$ cat src/rtl/id_ex_stage.sv
// ID/EX pipeline register with load-use hazard detection and PC/IF_ID write enables.
// Latency: one cycle from ID inputs to ID_EX_* outputs; hazard and enable outputs are combinational.
// Backpressure: Freeze holds everything; a load-use hazard holds PC/IF_ID and inserts one bubble.
module id_ex_stage #(
    parameter int DATA_W = 32,
    parameter int CNT_W  = 16
) (
    input  logic              clk,
    input  logic              rst_n,
    input  logic [4:0]        IF_ID_Rs,
    input  logic [4:0]        IF_ID_Rt,
    input  logic [4:0]        IF_ID_Rd,
    input  logic [DATA_W-1:0] ID_ReadData1,
    input  logic [DATA_W-1:0] ID_ReadData2,
    input  logic [DATA_W-1:0] ID_SignExt,
    input  logic              ID_RegWrite,
    input  logic              ID_MemRead,
    input  logic              ID_MemWrite,
    input  logic              ID_MemtoReg,
    input  logic              ID_ALUSrc,
    input  logic              ID_RegDst,
    input  logic [1:0]        ID_ALUOp,
    input  logic              ID_Flush,
    input  logic              Freeze,
    output logic [4:0]        ID_EX_Rs,
    output logic [4:0]        ID_EX_Rt,
    output logic [4:0]        ID_EX_Rd,
    output logic [DATA_W-1:0] ID_EX_ReadData1,
    output logic [DATA_W-1:0] ID_EX_ReadData2,
    output logic [DATA_W-1:0] ID_EX_SignExt,
    output logic              ID_EX_RegWrite,
    output logic              ID_EX_MemRead,
    output logic              ID_EX_MemWrite,
    output logic              ID_EX_MemtoReg,
    output logic              ID_EX_ALUSrc,
    output logic              ID_EX_RegDst,
    output logic [1:0]        ID_EX_ALUOp,
    output logic              PCWrite,
    output logic              IF_ID_Write,
    output logic              HazardStall,
    output logic [CNT_W-1:0]  StallCount
);

    // Everything the EX stage needs from ID, kept as one packed word so
    // reset, hold, bubble and load are each a single assignment.
    typedef struct packed {
        logic [4:0]        rs;
        logic [4:0]        rt;
        logic [4:0]        rd;
        logic [DATA_W-1:0] readData1;
        logic [DATA_W-1:0] readData2;
        logic [DATA_W-1:0] signExt;
        logic              regWrite;
        logic              memRead;
        logic              memWrite;
        logic              memtoReg;
        logic              aluSrc;
        logic              regDst;
        logic [1:0]        aluOp;
    } idExT;

    localparam logic [CNT_W-1:0] CNT_MAX = '1;

    idExT             idExQ;
    idExT             idExD;
    logic             loadUse;
    logic             bubble;
    logic [CNT_W-1:0] stallCountQ;

    // Gather the ID-stage inputs into the register image.
    always_comb begin
        idExD           = '0;
        idExD.rs        = IF_ID_Rs;
        idExD.rt        = IF_ID_Rt;
        idExD.rd        = IF_ID_Rd;
        idExD.readData1 = ID_ReadData1;
        idExD.readData2 = ID_ReadData2;
        idExD.signExt   = ID_SignExt;
        idExD.regWrite  = ID_RegWrite;
        idExD.memRead   = ID_MemRead;
        idExD.memWrite  = ID_MemWrite;
        idExD.memtoReg  = ID_MemtoReg;
        idExD.aluSrc    = ID_ALUSrc;
        idExD.regDst    = ID_RegDst;
        idExD.aluOp     = ID_ALUOp;
    end

    // Load in EX whose destination is a source of the instruction in ID.
    // $0 never creates a dependency. A flush squashes the dependent
    // instruction, and a freeze defers the decision until the pipe moves.
    always_comb begin
        loadUse     = idExQ.memRead && (idExQ.rt != 5'd0) &&
                      ((idExQ.rt == IF_ID_Rs) || (idExQ.rt == IF_ID_Rt));
        HazardStall = loadUse && !ID_Flush && !Freeze;
        PCWrite     = !(HazardStall || Freeze);
        IF_ID_Write = !(HazardStall || Freeze);
        bubble      = ID_Flush || HazardStall;
    end

    // Pipeline register: reset, then hold on freeze, then bubble, else load.
    always_ff @(posedge clk) begin
        if (!rst_n) begin
            idExQ <= '0;
        end else if (Freeze) begin
            idExQ <= idExQ;
        end else if (bubble) begin
            idExQ <= '0;
        end else begin
            idExQ <= idExD;
        end
    end

    // Count inserted load-use bubbles, saturating; flush-only bubbles are not counted.
    always_ff @(posedge clk) begin
        if (!rst_n) begin
            stallCountQ <= '0;
        end else if (HazardStall && (stallCountQ != CNT_MAX)) begin
            stallCountQ <= stallCountQ + 1'b1;
        end
    end

    // Registered outputs.
    always_comb begin
        ID_EX_Rs        = idExQ.rs;
        ID_EX_Rt        = idExQ.rt;
        ID_EX_Rd        = idExQ.rd;
        ID_EX_ReadData1 = idExQ.readData1;
        ID_EX_ReadData2 = idExQ.readData2;
        ID_EX_SignExt   = idExQ.signExt;
        ID_EX_RegWrite  = idExQ.regWrite;
        ID_EX_MemRead   = idExQ.memRead;
        ID_EX_MemWrite  = idExQ.memWrite;
        ID_EX_MemtoReg  = idExQ.memtoReg;
        ID_EX_ALUSrc    = idExQ.aluSrc;
        ID_EX_RegDst    = idExQ.regDst;
        ID_EX_ALUOp     = idExQ.aluOp;
        StallCount      = stallCountQ;
    end

endmodule

$ cat config.mk
export PLATFORM = sky130hd
export DESIGN_NAME = id_ex_stage
export DESIGN_NICKNAME = d
export VERILOG_FILES = /design/src/rtl/id_ex_stage.sv
export SDC_FILE = /design/constraint.sdc
export NUM_CORES = 1
export LEC_CHECK = 0
export ABC_CLOCK_PERIOD_IN_PS = 3850
export BUFFER_PORTS_ARGS = -buffer_cell sky130_fd_sc_hd__buf_2
export CAP_MARGIN = 40
export CORE_MARGIN = 4
export CORE_UTILIZATION = 47
export DETAILED_ROUTE_END_ITERATION = 6
export PLACE_DENSITY = 0.9
export SYNTH_ARGS = -nofsm -noshare
export SYNTH_HDL_FRONTEND = slang
export SYNTH_SLANG_ARGS = --single-unit
$ cat constraint.sdc
create_clock -name clk -period 3.85 [get_ports clk]
set_input_delay 0.77 -clock clk [delete_from_list [all_inputs] [get_ports clk]]
set_output_delay 0.77 -clock clk [all_outputs]
set_load 0.02 [all_outputs]
# --- After elaboration in Yosys (flattened, before gate mapping) ---
# Cells that the tools add are included.
word_totals:
  reg_bits: 135
  input_bits: 123
  output_inout_bits: 138
  word_cells: 31
classes:
  n_addsub: 1
  eq_ne: 3
  mux: 1
  reduce_logical: 12
ops:
  columns: ["op", "n"]
  rows:
  - ["$mux 119", 1]
  - ["$add 16x1->16 const B", 1]
  - ["$ne 16x16->1 const B", 1]
  - ["$eq 5x5->1", 2]
  - ["$logic_and 1x1->1", 5]
  - ["$reduce_bool 5->1", 1]
  - ["$logic_not 1->1", 3]
  - ["$logic_or 1x1->1", 3]

# --- Logic depth before layout (Yosys ltp) ---
# Gate-level depths: netlist (run 1).
logic_depth:
  word_depth: 7
  depth_mapped: 8
  depth_no_buf: 6

# --- Worst setup path after synthesis (run 1) ---
# OpenSTA, ideal clock, no wires.
synth_path:
  path_kind: "in2out"
  startpoint: "input IF_ID_Rt[4]"
  endpoint: "output PCWrite"
  arrival_time_ps: 2072
  required_time_ps: 3080
  setup_slack_ps: 1008
  cell_stages: 7
  n_path_buf: 2
  cell_sequence: "xnor2_1 -> nand3_1 -> o22a_1 -> buf_2 -> or3_1 -> nor2b_1 -> buf_4"
synth_between:
  elab_chain_len: 7
synth_rtl:
  columns: ["element", "line_no", "text"]
  rows:
  - ["start, declared", "11", "input logic [4:0] IF_ID_Rt,"]
  - ["$eq 5x5->1", "93", "((idExQ.rt == IF_ID_Rs) || (idExQ.rt == IF_ID_Rt));"]
  - ["$logic_or 1x1->1", "93", null]
  - ["$logic_and 1x1->1", "92", "loadUse = idExQ.memRead && (idExQ.rt != 5'd0) &&"]
  - ["$logic_and 1x1->1 (2 in series)", "94", "HazardStall = loadUse && !ID_Flush && !Freeze;"]
  - ["$logic_or 1x1->1", null, null]
  - ["$logic_not 1->1", null, null]
  - ["end, declared", "38", "output logic PCWrite,"]
# Every way passes these cells.

# --- Worst setup path in the final report (run 1) ---
layout_path:
  startpoint: "register idExQ, in the netlist ID_EX_Rt[0]"
  endpoint: "output PCWrite"
layout_between:
  elab_chain_len: 7
  elab_cells_between_ends: 10
  cone_classes: "eq/ne: 2; reduce/logical: 8"
layout_rtl:
  columns: ["element", "line_no", "text"]
  rows:
  - ["start, declared", "64", "idExT idExQ;"]
  - ["start signal, assigned", "105", "idExQ <= idExQ;"]
  - ["start signal, assigned", "109", "idExQ <= idExD;"]
  - ["$eq 5x5->1 / $reduce_bool 5->1 (equally long branches)", "93, 92", null]
  - ["$logic_or 1x1->1 / $logic_and 1x1->1 (equally long branches)", "93, 92", null]
  - ["$logic_and 1x1->1 (*)", "92", null]
  - ["$logic_and 1x1->1 (*) (2 in series)", "94", null]
  - ["$logic_or 1x1->1 (*)", "95", "PCWrite = !(HazardStall || Freeze);"]
  - ["$logic_not 1->1 (*)", "95", null]
# Mark *: on every way between the ends. The rest lies on a longest branch, timed or not.

==> summary.md, run 1 <==
| Metric | Value |
|---|---|
| Critical path type | reg2out |
| Drt first pass iters | 5 |
| Layout Cells excl Fill | 790 |
| Final core utilization | about two thirds |
| Class of the worst hold path | in2reg |
| Number of clock sinks | around 140 |
| Critical Path Start Type | flop |
| CP peak stage delay | just over 0.6 ns |
| Drt via density | around 5.5 |
| Async set or reset register ratio after synthesis | 0% |
| CTS tree | yes |
| Fin crit period | approximately 3.1 ns |
| Worst vdd rail ir drop | ~300 uV |
| Worst Hold End | ID_EX_SignExt[11] |
| Worst hold start | ID_SignExt[11] |
| Largest net degree at the start of global routing | 76 |
| WP data required | between 3 and 4 ns |
| Synth Area in Simple Gates | ~7.5% |
| Fmax | 324 MHz |
| Die X | between 100 and 150 um |
| Fin crit share | 80.0% |
| CP delay by family, top | simple AND/OR/NAND/NOR gates |
| GRT Overall Usage | between 20% and 30% |
| Number of global-route vias before repair | between 4000 and 5000 |
| Post-route ant nets | 0 |
| WP data arrival | around 2.3 ns |
| Post-Syn Nets | 520 |
| DRT Wirelength | approximately 14 mm |
| Critical register-to-register path startpoint | ID_EX_Rt[4] |
| Die Y | about 110 um |
| Placer Congestion | ~0.85 |
| Vias post-DR | between 4000 and 5000 |
| P per Cell Area | 533 mW/mm^2 |
| Mapped cell area | 0.00467 mm^2 |
| Hold Buf Count CTS | 0 |
| CP Capture Type | primary output |
| Final HPWL DP | a little under 10 mm |
| Hold_ws | between 0.4 and 0.5 ns |
| CP Buf/Inv Count | 1 |
| Ports | between 200 and 300 |
| Area grow syn2layout | 42.1% |
| Initial antenna violation count | 0 |
| Clk_skew | 0.00754 ns |
| Main synth FF type | dfxtp_1 |
| RSZ-0062 raised after global routing | no |
| Share of cells above drive strength 1 | ~45% |
| Nets | roughly 770 |
| RR Endpoint | ID_EX_ReadData2[12] |
| Cells along the critical path | or4_1 > o21ai_1 > or3_1 > nor2b_1 > buf_2 |
| Synth Area in XOR/XNOR | 1.88% |
| R2r setup slk | around 1.3 ns |
| Final number of hold-violating endpoints | 0 |
| Die area | about 0.012 mm^2 |
| Post-synthesis cell type count | 35 |
| Inst Count DP | approximately 760 |
| Proportion of synthesized area in mux cells | less than 1% |
| FF-to-FF path depth | 7 |
| Reg clk slew, reported paths | 0.06 ns |
| Sum Neg Setup Slack | 0 ns |
| Top cells by area, synth | dfxtp_1, a22o_1, buf_6 |
| Initial drt markers | between 200 and 250 |
| Relative slew slack | between 50% and 60% |
| Worst-Skew Late Latency | 0.51 ns |
| Buffers on Ports | 260 |
| Area leader, netlist | dfxtp_1 |
| Flops & latches, synth | between 100 and 150 |
| GRT overflow | 0 |
| Max-slew violations | 0 |
| First-pass GRT wire length | between 20 and 25 mm |
| Largest family of logic cells by synthesized area | compound AO/OA/AOI/OAI gates |
| Compound-gate portion of the synthesized area | about a quarter |
| Number of buffers created by CTS | 17 |
| CTS max path bufs | 2 |
| # DRC | 0 |
| Final setup fails | 0 |
| Filler cells | about 730 |
| Core area | about 0.0097 mm^2 |
| Post-Syn Area per Cell | 11.8 um^2 |
| Hold path depth | 2 |
| Critical path's slowest cell | or4_1 |
| Clock Tree Root | clkbuf_8 |
| Top-area cell type share of the netlist area | 57.9% |
| Pleak | about 3.2 nW |
| Starting Density | 48.0% |
| Status | complete, no violations |
| # rows | 36 |
| Sequential fraction of the synthesis area | 57.9% |
| Max-cap viol count | 0 |
| Post-synth EDFFs | 0 |
| Total setup buffers inserted after CTS | 0 |
| Routed length per instance | between 15 and 20 um |
| CTS H-tree lvls | 4 |
| Ys Warns | 0 |
| Worst slew pin tran | between 0.6 and 0.7 ns |
| N_diodes | 0 |
| Gate Count Post-Synth | 396 |
| CP max FO | 5 |
| Post-CTS sizing | 0 |
| Synth Area in Adders | less than 1% |
## layout make-up
type                       instances  area (um^2)  area share [%]
timing repair buffer             263         1360            20.6
tap                              133          166            2.51
clock inverter                    11          194            2.92
sequential                       135         2700            40.7
inverter                           2         7.51           0.113
clock buffer                      21          459            6.92
multi-input combinational        225         1740            26.2
## logic make-up after synthesis
logic type / after synthesis
flops: 135
fa+ha+maj: 1
simple gates: 62
compound gates: 148
buf+inv: 36
mux: 4
xor+xnor: 10
## cell usage after synthesis (3+ instances only)
| library cell | n |
|---|---|
| nor3_1 | 4 |
| dfxtp_1 | 135 |
| o21ai_0 | 4 |
| buf_2 | 3 |
| clkbuf_1 | 16 |
| nand2_1 | 13 |
| nand3_1 | 12 |
| buf_4 | 3 |
| xnor2_1 | 10 |
| nor4_1 | 3 |
| nand4_1 | 4 |
| nand2b_1 | 6 |
| a21oi_1 | 9 |
| mux2i_1 | 4 |
| buf_6 | 12 |
| or3_1 | 3 |
| or4_1 | 7 |
| o41ai_1 | 3 |
| o31ai_1 | 5 |
| a22o_1 | 119 |
| o311ai_0 | 3 |
## registers in the layout, summed over array words and instances, names as in the netlist
| name | cells |
|---|---|
| ID_EX_ReadData1 | 32 |
| ID_EX_ReadData2 | 32 |
| ID_EX_ALUSrc | 1 |
| ID_EX_Rs | 5 |
| ID_EX_SignExt | 32 |
| ID_EX_Rt | 5 |
| ID_EX_RegDst | 1 |
| ID_EX_MemWrite | 1 |
| StallCount | 16 |
| ID_EX_MemtoReg | 1 |
| ID_EX_ALUOp | 2 |
| ID_EX_RegWrite | 1 |
| ID_EX_Rd | 5 |
| ID_EX_MemRead | 1 |
## placed cells by master (no fill, tap or decap), drive strengths merged, types with 6 or more instances in the layout
cell type and count:
nand3 12, xnor2 10, clkbuf 21, nand2 13
or4 7, dfxtp 135, buf 263, a21oi 9
nand2b 6, a22o 119
## worst reg2reg max path, stage by stage, from the launching register on
cell and delay (ns):
dfxtp_1 0.48, xnor2_1 0.17, nand3_1 0.12, o22a_1 0.26, buf_4 0.23, o311a_4 0.60, buf_16 0.29, a22o_1 0.26
## power by group
| part | internal [W] | switching, W |
|---|---|---|
| clock | 0.00117 | 0.000593 |
| combinational | 0.000125 | 0.000168 |
| sequential | 0.00145 | 0.0000293 |
## per-layer routing
layer / vias to the layer above / GRT usage (%) / share of wire (%)
met4: 0 / 8.12 / 1.9
li1: 2033 / - / -
met1: 2026 / 26.1 / 38
met3: 26 / 6.60 / 8.3
met5: - / 0 / 0
met2: 224 / 40.6 / 52
## how the worst max path moves through the flow
stage | from | slack, ns | cells past startpoint | end
after floorplan | IF_ID_Rt[4] | 1.01 | 7 | PCWrite
after global placement | IF_ID_Rs[4] | 1.0 | 7 | ID_EX_ReadData2[0]
after detailed placement | IF_ID_Rt[0] | 0.95 | 8 | ID_EX_SignExt[18]
after CTS | ID_EX_Rt[0] | 0.76 | 5 | PCWrite
after global routing | ID_EX_Rt[0] | 0.68 | 5 | IF_ID_Write
final | ID_EX_Rt[0] | 0.77 | 5 | PCWrite
## per-stage QoR
stage               total power [W]  setup slack (ns)  instance area, um^2
floorplan                   0.00166              1.01                 4670
global placement            0.00178             0.998                 5930
detailed placement          0.00180             0.954                 5980
CTS                         0.00356             0.760                 6630
global route                0.00366             0.675                 6630
finish                      0.00353             0.768                 6630
Power figures use the tool's default switching activity.
==> inputs of run 2 (changes only) <==
==> config.mk (replaced) <==
export PLATFORM = sky130hd
export DESIGN_NAME = id_ex_stage
export DESIGN_NICKNAME = d
export VERILOG_FILES = /design/src/rtl/id_ex_stage.sv
export SDC_FILE = /design/constraint.sdc
export NUM_CORES = 1
export LEC_CHECK = 0
export ABC_CLOCK_PERIOD_IN_PS = 2900
export BUFFER_PORTS_ARGS = -buffer_cell sky130_fd_sc_hd__buf_2
export CAP_MARGIN = 40
export CORE_MARGIN = 4
export CORE_UTILIZATION = 44
export DETAILED_ROUTE_END_ITERATION = 6
export PLACE_DENSITY = 0.86
export SYNTH_ARGS = -nofsm -noshare
export SYNTH_HDL_FRONTEND = slang
export SYNTH_SLANG_ARGS = --single-unit
==> constraint.sdc (replaced) <==
create_clock -name clk -period 2.9 [get_ports clk]
set_input_delay 0.58 -clock clk [delete_from_list [all_inputs] [get_ports clk]]
set_output_delay 0.58 -clock clk [all_outputs]
set_load 0.02 [all_outputs]
==> summary.md, run 2 (synthesized netlist as in run 1, its figures left out) <==
| Metric | Value |
|---|---|
| Placer Congestion | between 0.8 and 0.9 |
| Buffers on Ports | 260 |
| Drt first pass iters | 4 |
| Number of global-route vias before repair | around 4200 |
| Relative slew slack | around 59% |
| CP max FO | 5 |
| N_diodes | 0 |
| Die Y | between 100 and 150 um |
| Critical register-to-register path startpoint | ID_EX_Rt[0] |
| Drt via density | 5.33 |
| Pleak | roughly 3.2 nW |
| Worst-Skew Late Latency | approximately 0.51 ns |
| First-pass GRT wire length | 21.2 mm |
| Fmax | 361 MHz |
| Status | complete, no violations |
| R2r setup slk | 0.60 ns |
| Initial drt markers | 295 |
| Worst vdd rail ir drop | around 350 uV |
| Number of buffers created by CTS | 17 |
| CTS max path bufs | 2 |
| CP peak stage delay | about 0.62 ns |
| GRT Overall Usage | between 20% and 30% |
| Core area | just over 0.01 mm^2 |
| Critical path type | reg2out |
| # rows | 37 |
| CTS H-tree lvls | 4 |
| CTS tree | yes |
| Fin crit period | roughly 2.8 ns |
| Inst Count DP | 763 |
| Most frequent cells in the layout | buf_2, dfxtp_1, a22o_1 |
| Class of the worst hold path | in2reg |
| Total setup buffers inserted after CTS | 0 |
| Final number of hold-violating endpoints | 0 |
| Worst hold start | ID_SignExt[16] |
| Clk_skew | ~0.012 ns |
| Max-slew violations | 0 |
| Hold Buf Count CTS | 0 |
| Post-route ant nets | 0 |
| Nets | 770 |
| Starting Density | about 45% |
| Critical Path Start Type | flop |
| CP delay by family, top | simple AND/OR/NAND/NOR gates |
| WP data required | 2.32 ns |
| Layout Cells excl Fill | between 700 and 800 |
| Reg clk slew, reported paths | roughly 0.060 ns |
| FF-to-FF path depth | 7 |
| RSZ-0062 raised after global routing | no |
| # DRC | 0 |
| CP Capture Type | primary output |
| Share of cells above drive strength 1 | about 46% |
| CP Buf/Inv Count | 1 |
| Number of clock sinks | 135 |
| Die area | approximately 0.012 mm^2 |
| Hold path depth | 2 |
| Critical path's slowest cell | or4_1 |
| Most common cell after layout, fill and taps aside | buf_2 |
| Filler cells | approximately 840 |
| RR Endpoint | ID_EX_ReadData2[22] |
| P per Cell Area | a little under 700 mW/mm^2 |
| Max-cap viol count | 0 |
| Die X | 111 um |
| Sum Neg Setup Slack | 0 ns |
| Vias post-DR | about 4200 |
| Final HPWL DP | 9.78 mm |
| DRT Wirelength | approximately 13 mm |
| Area grow syn2layout | 40.2% |
| Largest net degree at the start of global routing | 62 |
| Cells along the critical path | or4_1 > o21ai_2 > or3_1 > nor2b_1 > buf_2 |
| GRT overflow | 0 |
| Clock Tree Root | clkbuf_8 |
| Final setup fails | 0 |
| WP data arrival | 2.19 ns |
| Fin crit share | approximately 95% |
| Post-CTS sizing | 0 |
| Routed length per instance | ~17 um |
| Initial antenna violation count | 0 |
| Worst Hold End | ID_EX_SignExt[16] |
| Worst slew pin tran | about 0.62 ns |
| Ports | about 260 |
run 2: per-layer routing:
metal / wire length [um] / global-route usage (%) / vias up
li1: - / - / 2028
met1: 5370 / 25.0 / 1940
met2: 6490 / 35.1 / 225
met3: 1230 / 7.15 / 31
met4: 330 / 8.19 / 0
met5: 0 / 0 / -
run 2: worst register-to-register path, stage by stage, from the launching register on:
cell	delay [ns]
dfxtp_1	0.45
xnor2_1	0.15
nand3_1	0.14
o22a_1	0.25
buf_4	0.22
o311a_4	0.38
buf_4	0.30
a22o_1	0.31
run 2: power breakdown:
part / internal [W] / switching [W] / leakage [nW]
Combinational: 0.000165 / 0.000224 / 1.83
Sequential: 0.00192 / 0.0000391 / 1.10
Clock: 0.00129 / 0.000787 / 0.268
Total: 0.00338 / 0.00105 / 3.20
run 2: how the worst max path moves through the flow:
stage,end,startpoint,slack (ns),cells past startpoint
2_1_floorplan,PCWrite,IF_ID_Rt[4],0.44,7
3_3_place_gp,ID_EX_ReadData1[18],IF_ID_Rs[2],0.41,8
3_5_place_dp,ID_EX_ReadData1[18],IF_ID_Rs[2],0.38,8
4_1_cts,IF_ID_Write,ID_EX_Rt[0],0.06,5
5_1_grt,PCWrite,ID_EX_Rt[0],0.03,6
6_report,PCWrite,ID_EX_Rt[0],0.13,5
run 2: cell type report:
class | instances | area [um^2] | area share, %
repair buffers | 265 | 1350 | 20.6
multi-input cells | 225 | 1740 | 26.6
well taps | 136 | 170 | 2.60
clock buffers | 17 | 414 | 6.33
clock inverters | 12 | 156 | 2.39
inverters | 2 | 7.51 | 0.115
flip-flops and latches | 135 | 2700 | 41.3
run 2: per-stage QoR:
| stage | power (W) | hold slack [ns] | instance area (um^2) | setup WS, ns | util, % |
|---|---|---|---|---|---|
| 2_1_floorplan | 0.00221 | 0.549 | 4670 | 0.438 | - |
| 3_3_place_gp | 0.00238 | 0.456 | 5970 | 0.410 | 57.8 |
| 3_5_place_dp | 0.00239 | 0.459 | 5970 | 0.375 | 57.8 |
| 4_1_cts | 0.00447 | 0.248 | 6540 | 0.0637 | 63.4 |
| 5_1_grt | 0.00460 | 0.254 | 6550 | 0.0293 | 63.4 |
| 6_report | 0.00443 | 0.273 | 6550 | 0.132 | 63.4 |
==> inputs of run 3 (changes only) <==
--- a/config.mk
+++ b/config.mk
@@ -9,9 +9,9 @@
 export BUFFER_PORTS_ARGS = -buffer_cell sky130_fd_sc_hd__buf_2
 export CAP_MARGIN = 40
 export CORE_MARGIN = 4
-export CORE_UTILIZATION = 44
+export CORE_UTILIZATION = 40
 export DETAILED_ROUTE_END_ITERATION = 6
-export PLACE_DENSITY = 0.86
+export PLACE_DENSITY = 0.79
 export SYNTH_ARGS = -nofsm -noshare
 export SYNTH_HDL_FRONTEND = slang
 export SYNTH_SLANG_ARGS = --single-unit
==> summary.md, run 3 (synthesized netlist as in run 1, its figures left out) <==
| Metric | Value |
|---|---|
| Initial antenna violation count | 2 |
| GRT overflow | 0 |
| Initial drt markers | 276 |
| Metal2 WL | about 6.5 mm |
| Starting Density | 40.9% |
| Class of the worst hold path | in2reg |
| Pleak | between 3 and 4 nW |
| Relative slew slack | approximately 59% |
| Dpl ws | about 0.40 ns |
| Critical path type | reg2out |
| Worst-Skew Late Latency | 0.41 ns |
| Hold_ws | between 0.3 and 0.4 ns |
| First-pass GRT wire length | roughly 20 mm |
| CP peak stage delay | slightly below 0.5 ns |
| GRT Overall Usage | about a fifth |
| Sum Neg Setup Slack | 0 ns |
| Met1 WL | between 5 and 6 mm |
| Total setup buffers inserted after CTS | 0 |
| Routed length per instance | roughly 17 um |
| Fin crit share | a little over nine tenths |
| Area grow syn2layout | 42.3% |
| Cells along the critical path | xnor2_1 > nand3_1 > o22a_1 > or3_1 > nor2b_1 > buf_2 |
| Fin crit period | 2.72 ns |
| Final number of hold-violating endpoints | 0 |
| Most frequent cells in the layout | buf_2, dfxtp_1, a22o_1 |
| Reg clk slew, reported paths | about 0.06 ns |
| Final HPWL DP | around 9.6 mm |
| Drt via density | ~5.3 |
| Number of global-route vias before repair | between 4000 and 5000 |
| WP data required | between 2 and 2.5 ns |
| Placer Congestion | 0.830 |
| Worst vdd rail ir drop | approximately 520 uV |
| # rows | 39 |
| Die Y | around 120 um |
| Sw frac | 23.1% |
| Logic pwr share | slightly above 8% |
| Final core utilization | 58.2% |
| Sw power | 0.00107 W |
| FF-to-FF path depth | 7 |
| CP Capture Type | primary output |
| Critical Path Start Type | flop |
| Nets | 770 |
| CTS tree | yes |
| Final setup fails | 0 |
| Post-route ant nets | 0 |
| Max-slew violations | 0 |
| Status | complete, no violations |
| CTS H-tree lvls | 4 |
| DR WL met3 | around 1.3 mm |
| Critical path's slowest cell | dfxtp_1 |
| WP data arrival | 2.14 ns |
| Share of cells above drive strength 1 | between 40% and 50% |
| Largest net degree at the start of global routing | between 70 and 80 |
| Sequential Power Share | 42.0% |
| RSZ-0062 raised after global routing | no |
| Number of clock sinks | approximately 140 |
| Vias post-DR | between 4000 and 5000 |
| Clock Tree Root | clkbuf_16 |
| Hold path depth | 2 |
| Uppermost layer routed | met4 |
| P per Cell Area | 701 mW/mm^2 |
| Power, Total | 0.00466 W |
| Internal Pwr Total | approximately 0.0036 W |
| Die area | 0.0135 mm^2 |
| DRT Wirelength | ~13 mm |
| Drt first pass iters | 4 |
| Max-cap viol count | 0 |
| Buffers on Ports | between 200 and 300 |
| Worst slew pin tran | between 0.6 and 0.7 ns |
| Ports | approximately 260 |
| CP max FO | 6 |
| Die X | around 120 um |
| Most common cell after layout, fill and taps aside | buf_2 |
| Core area | ~0.011 mm^2 |
| Fmax | about 370 MHz |
| Clk_skew | between 0.01 and 0.015 ns |
| Number of buffers created by CTS | 17 |
| CTS max path bufs | 2 |
| Clock Power Share | slightly below 50% |
| Final Worst Setup Slack | about 0.18 ns |
| # DRC | 0 |
run 3: metrics by stage:
| stage | cell area [um^2] | instances |
|---|---|---|
| after floorplan | 4670 | 396 |
| final | 6650 | 804 |
| after CTS | 6630 | 801 |
| after detailed placement | 5990 | 770 |
| after global routing | 6640 | 803 |
| after global placement | 5990 | 770 |
run 3: path summary, 6_finish.rpt:
check             slack, ns           startpoint                   to
hold reg to reg        0.47  ID_EX_ReadData2[31]  ID_EX_ReadData2[31]
setup reg to reg       0.61          ID_EX_Rt[4]    ID_EX_SignExt[18]
setup / recovery       0.18          ID_EX_Rt[4]              PCWrite
hold / removal         0.38     ID_ReadData2[10]  ID_EX_ReadData2[10]
run 3: layout make-up:
class,count,area (um^2)
Fill cell,937,4770
Sequential cell,135,2700
Multi-Input combinational cell,225,1740
Timing Repair Buffer,265,1360
Clock buffer,19,453
Clock inverter,12,188
Tap cell,143,179
Inverter,2,7.51
Antenna cell,3,7.51
run 3: worst max-delay path, delay by kind of cell (launching register included):
family	cells	cell delay (ns)
AND/OR/NAND/NOR	3	0.68
flip-flops	1	0.49
AO/OA/AOI/OAI	1	0.26
XOR/XNOR	1	0.15
buffers and inverters	1	0.15
run 3: power groups by stage:
stage,sequential [W],combinational [W],clock (W)
5_1_grt,0.00197,0.000418,0.00244
3_3_place_gp,0.00200,0.000379,0
2_1_floorplan,0.00207,0.000133,0
6_report,0.00196,0.000386,0.00231
3_5_place_dp,0.00200,0.000387,0
4_1_cts,0.00196,0.000388,0.00236
run 3: timing repair:
action                                  in CTS  in global routing
endpoints found under the setup margin       0                  2
hold buffers                                 0                  0
endpoints found under the hold margin        0                  0
gates resized for setup                      0                  1
run 3: layer usage:
metal,vias to the layer above,GRT usage [%]
li1,2032,-
met3,18,7.73
met2,199,29.6
met5,-,0
met1,1981,23.2
met4,0,8.35
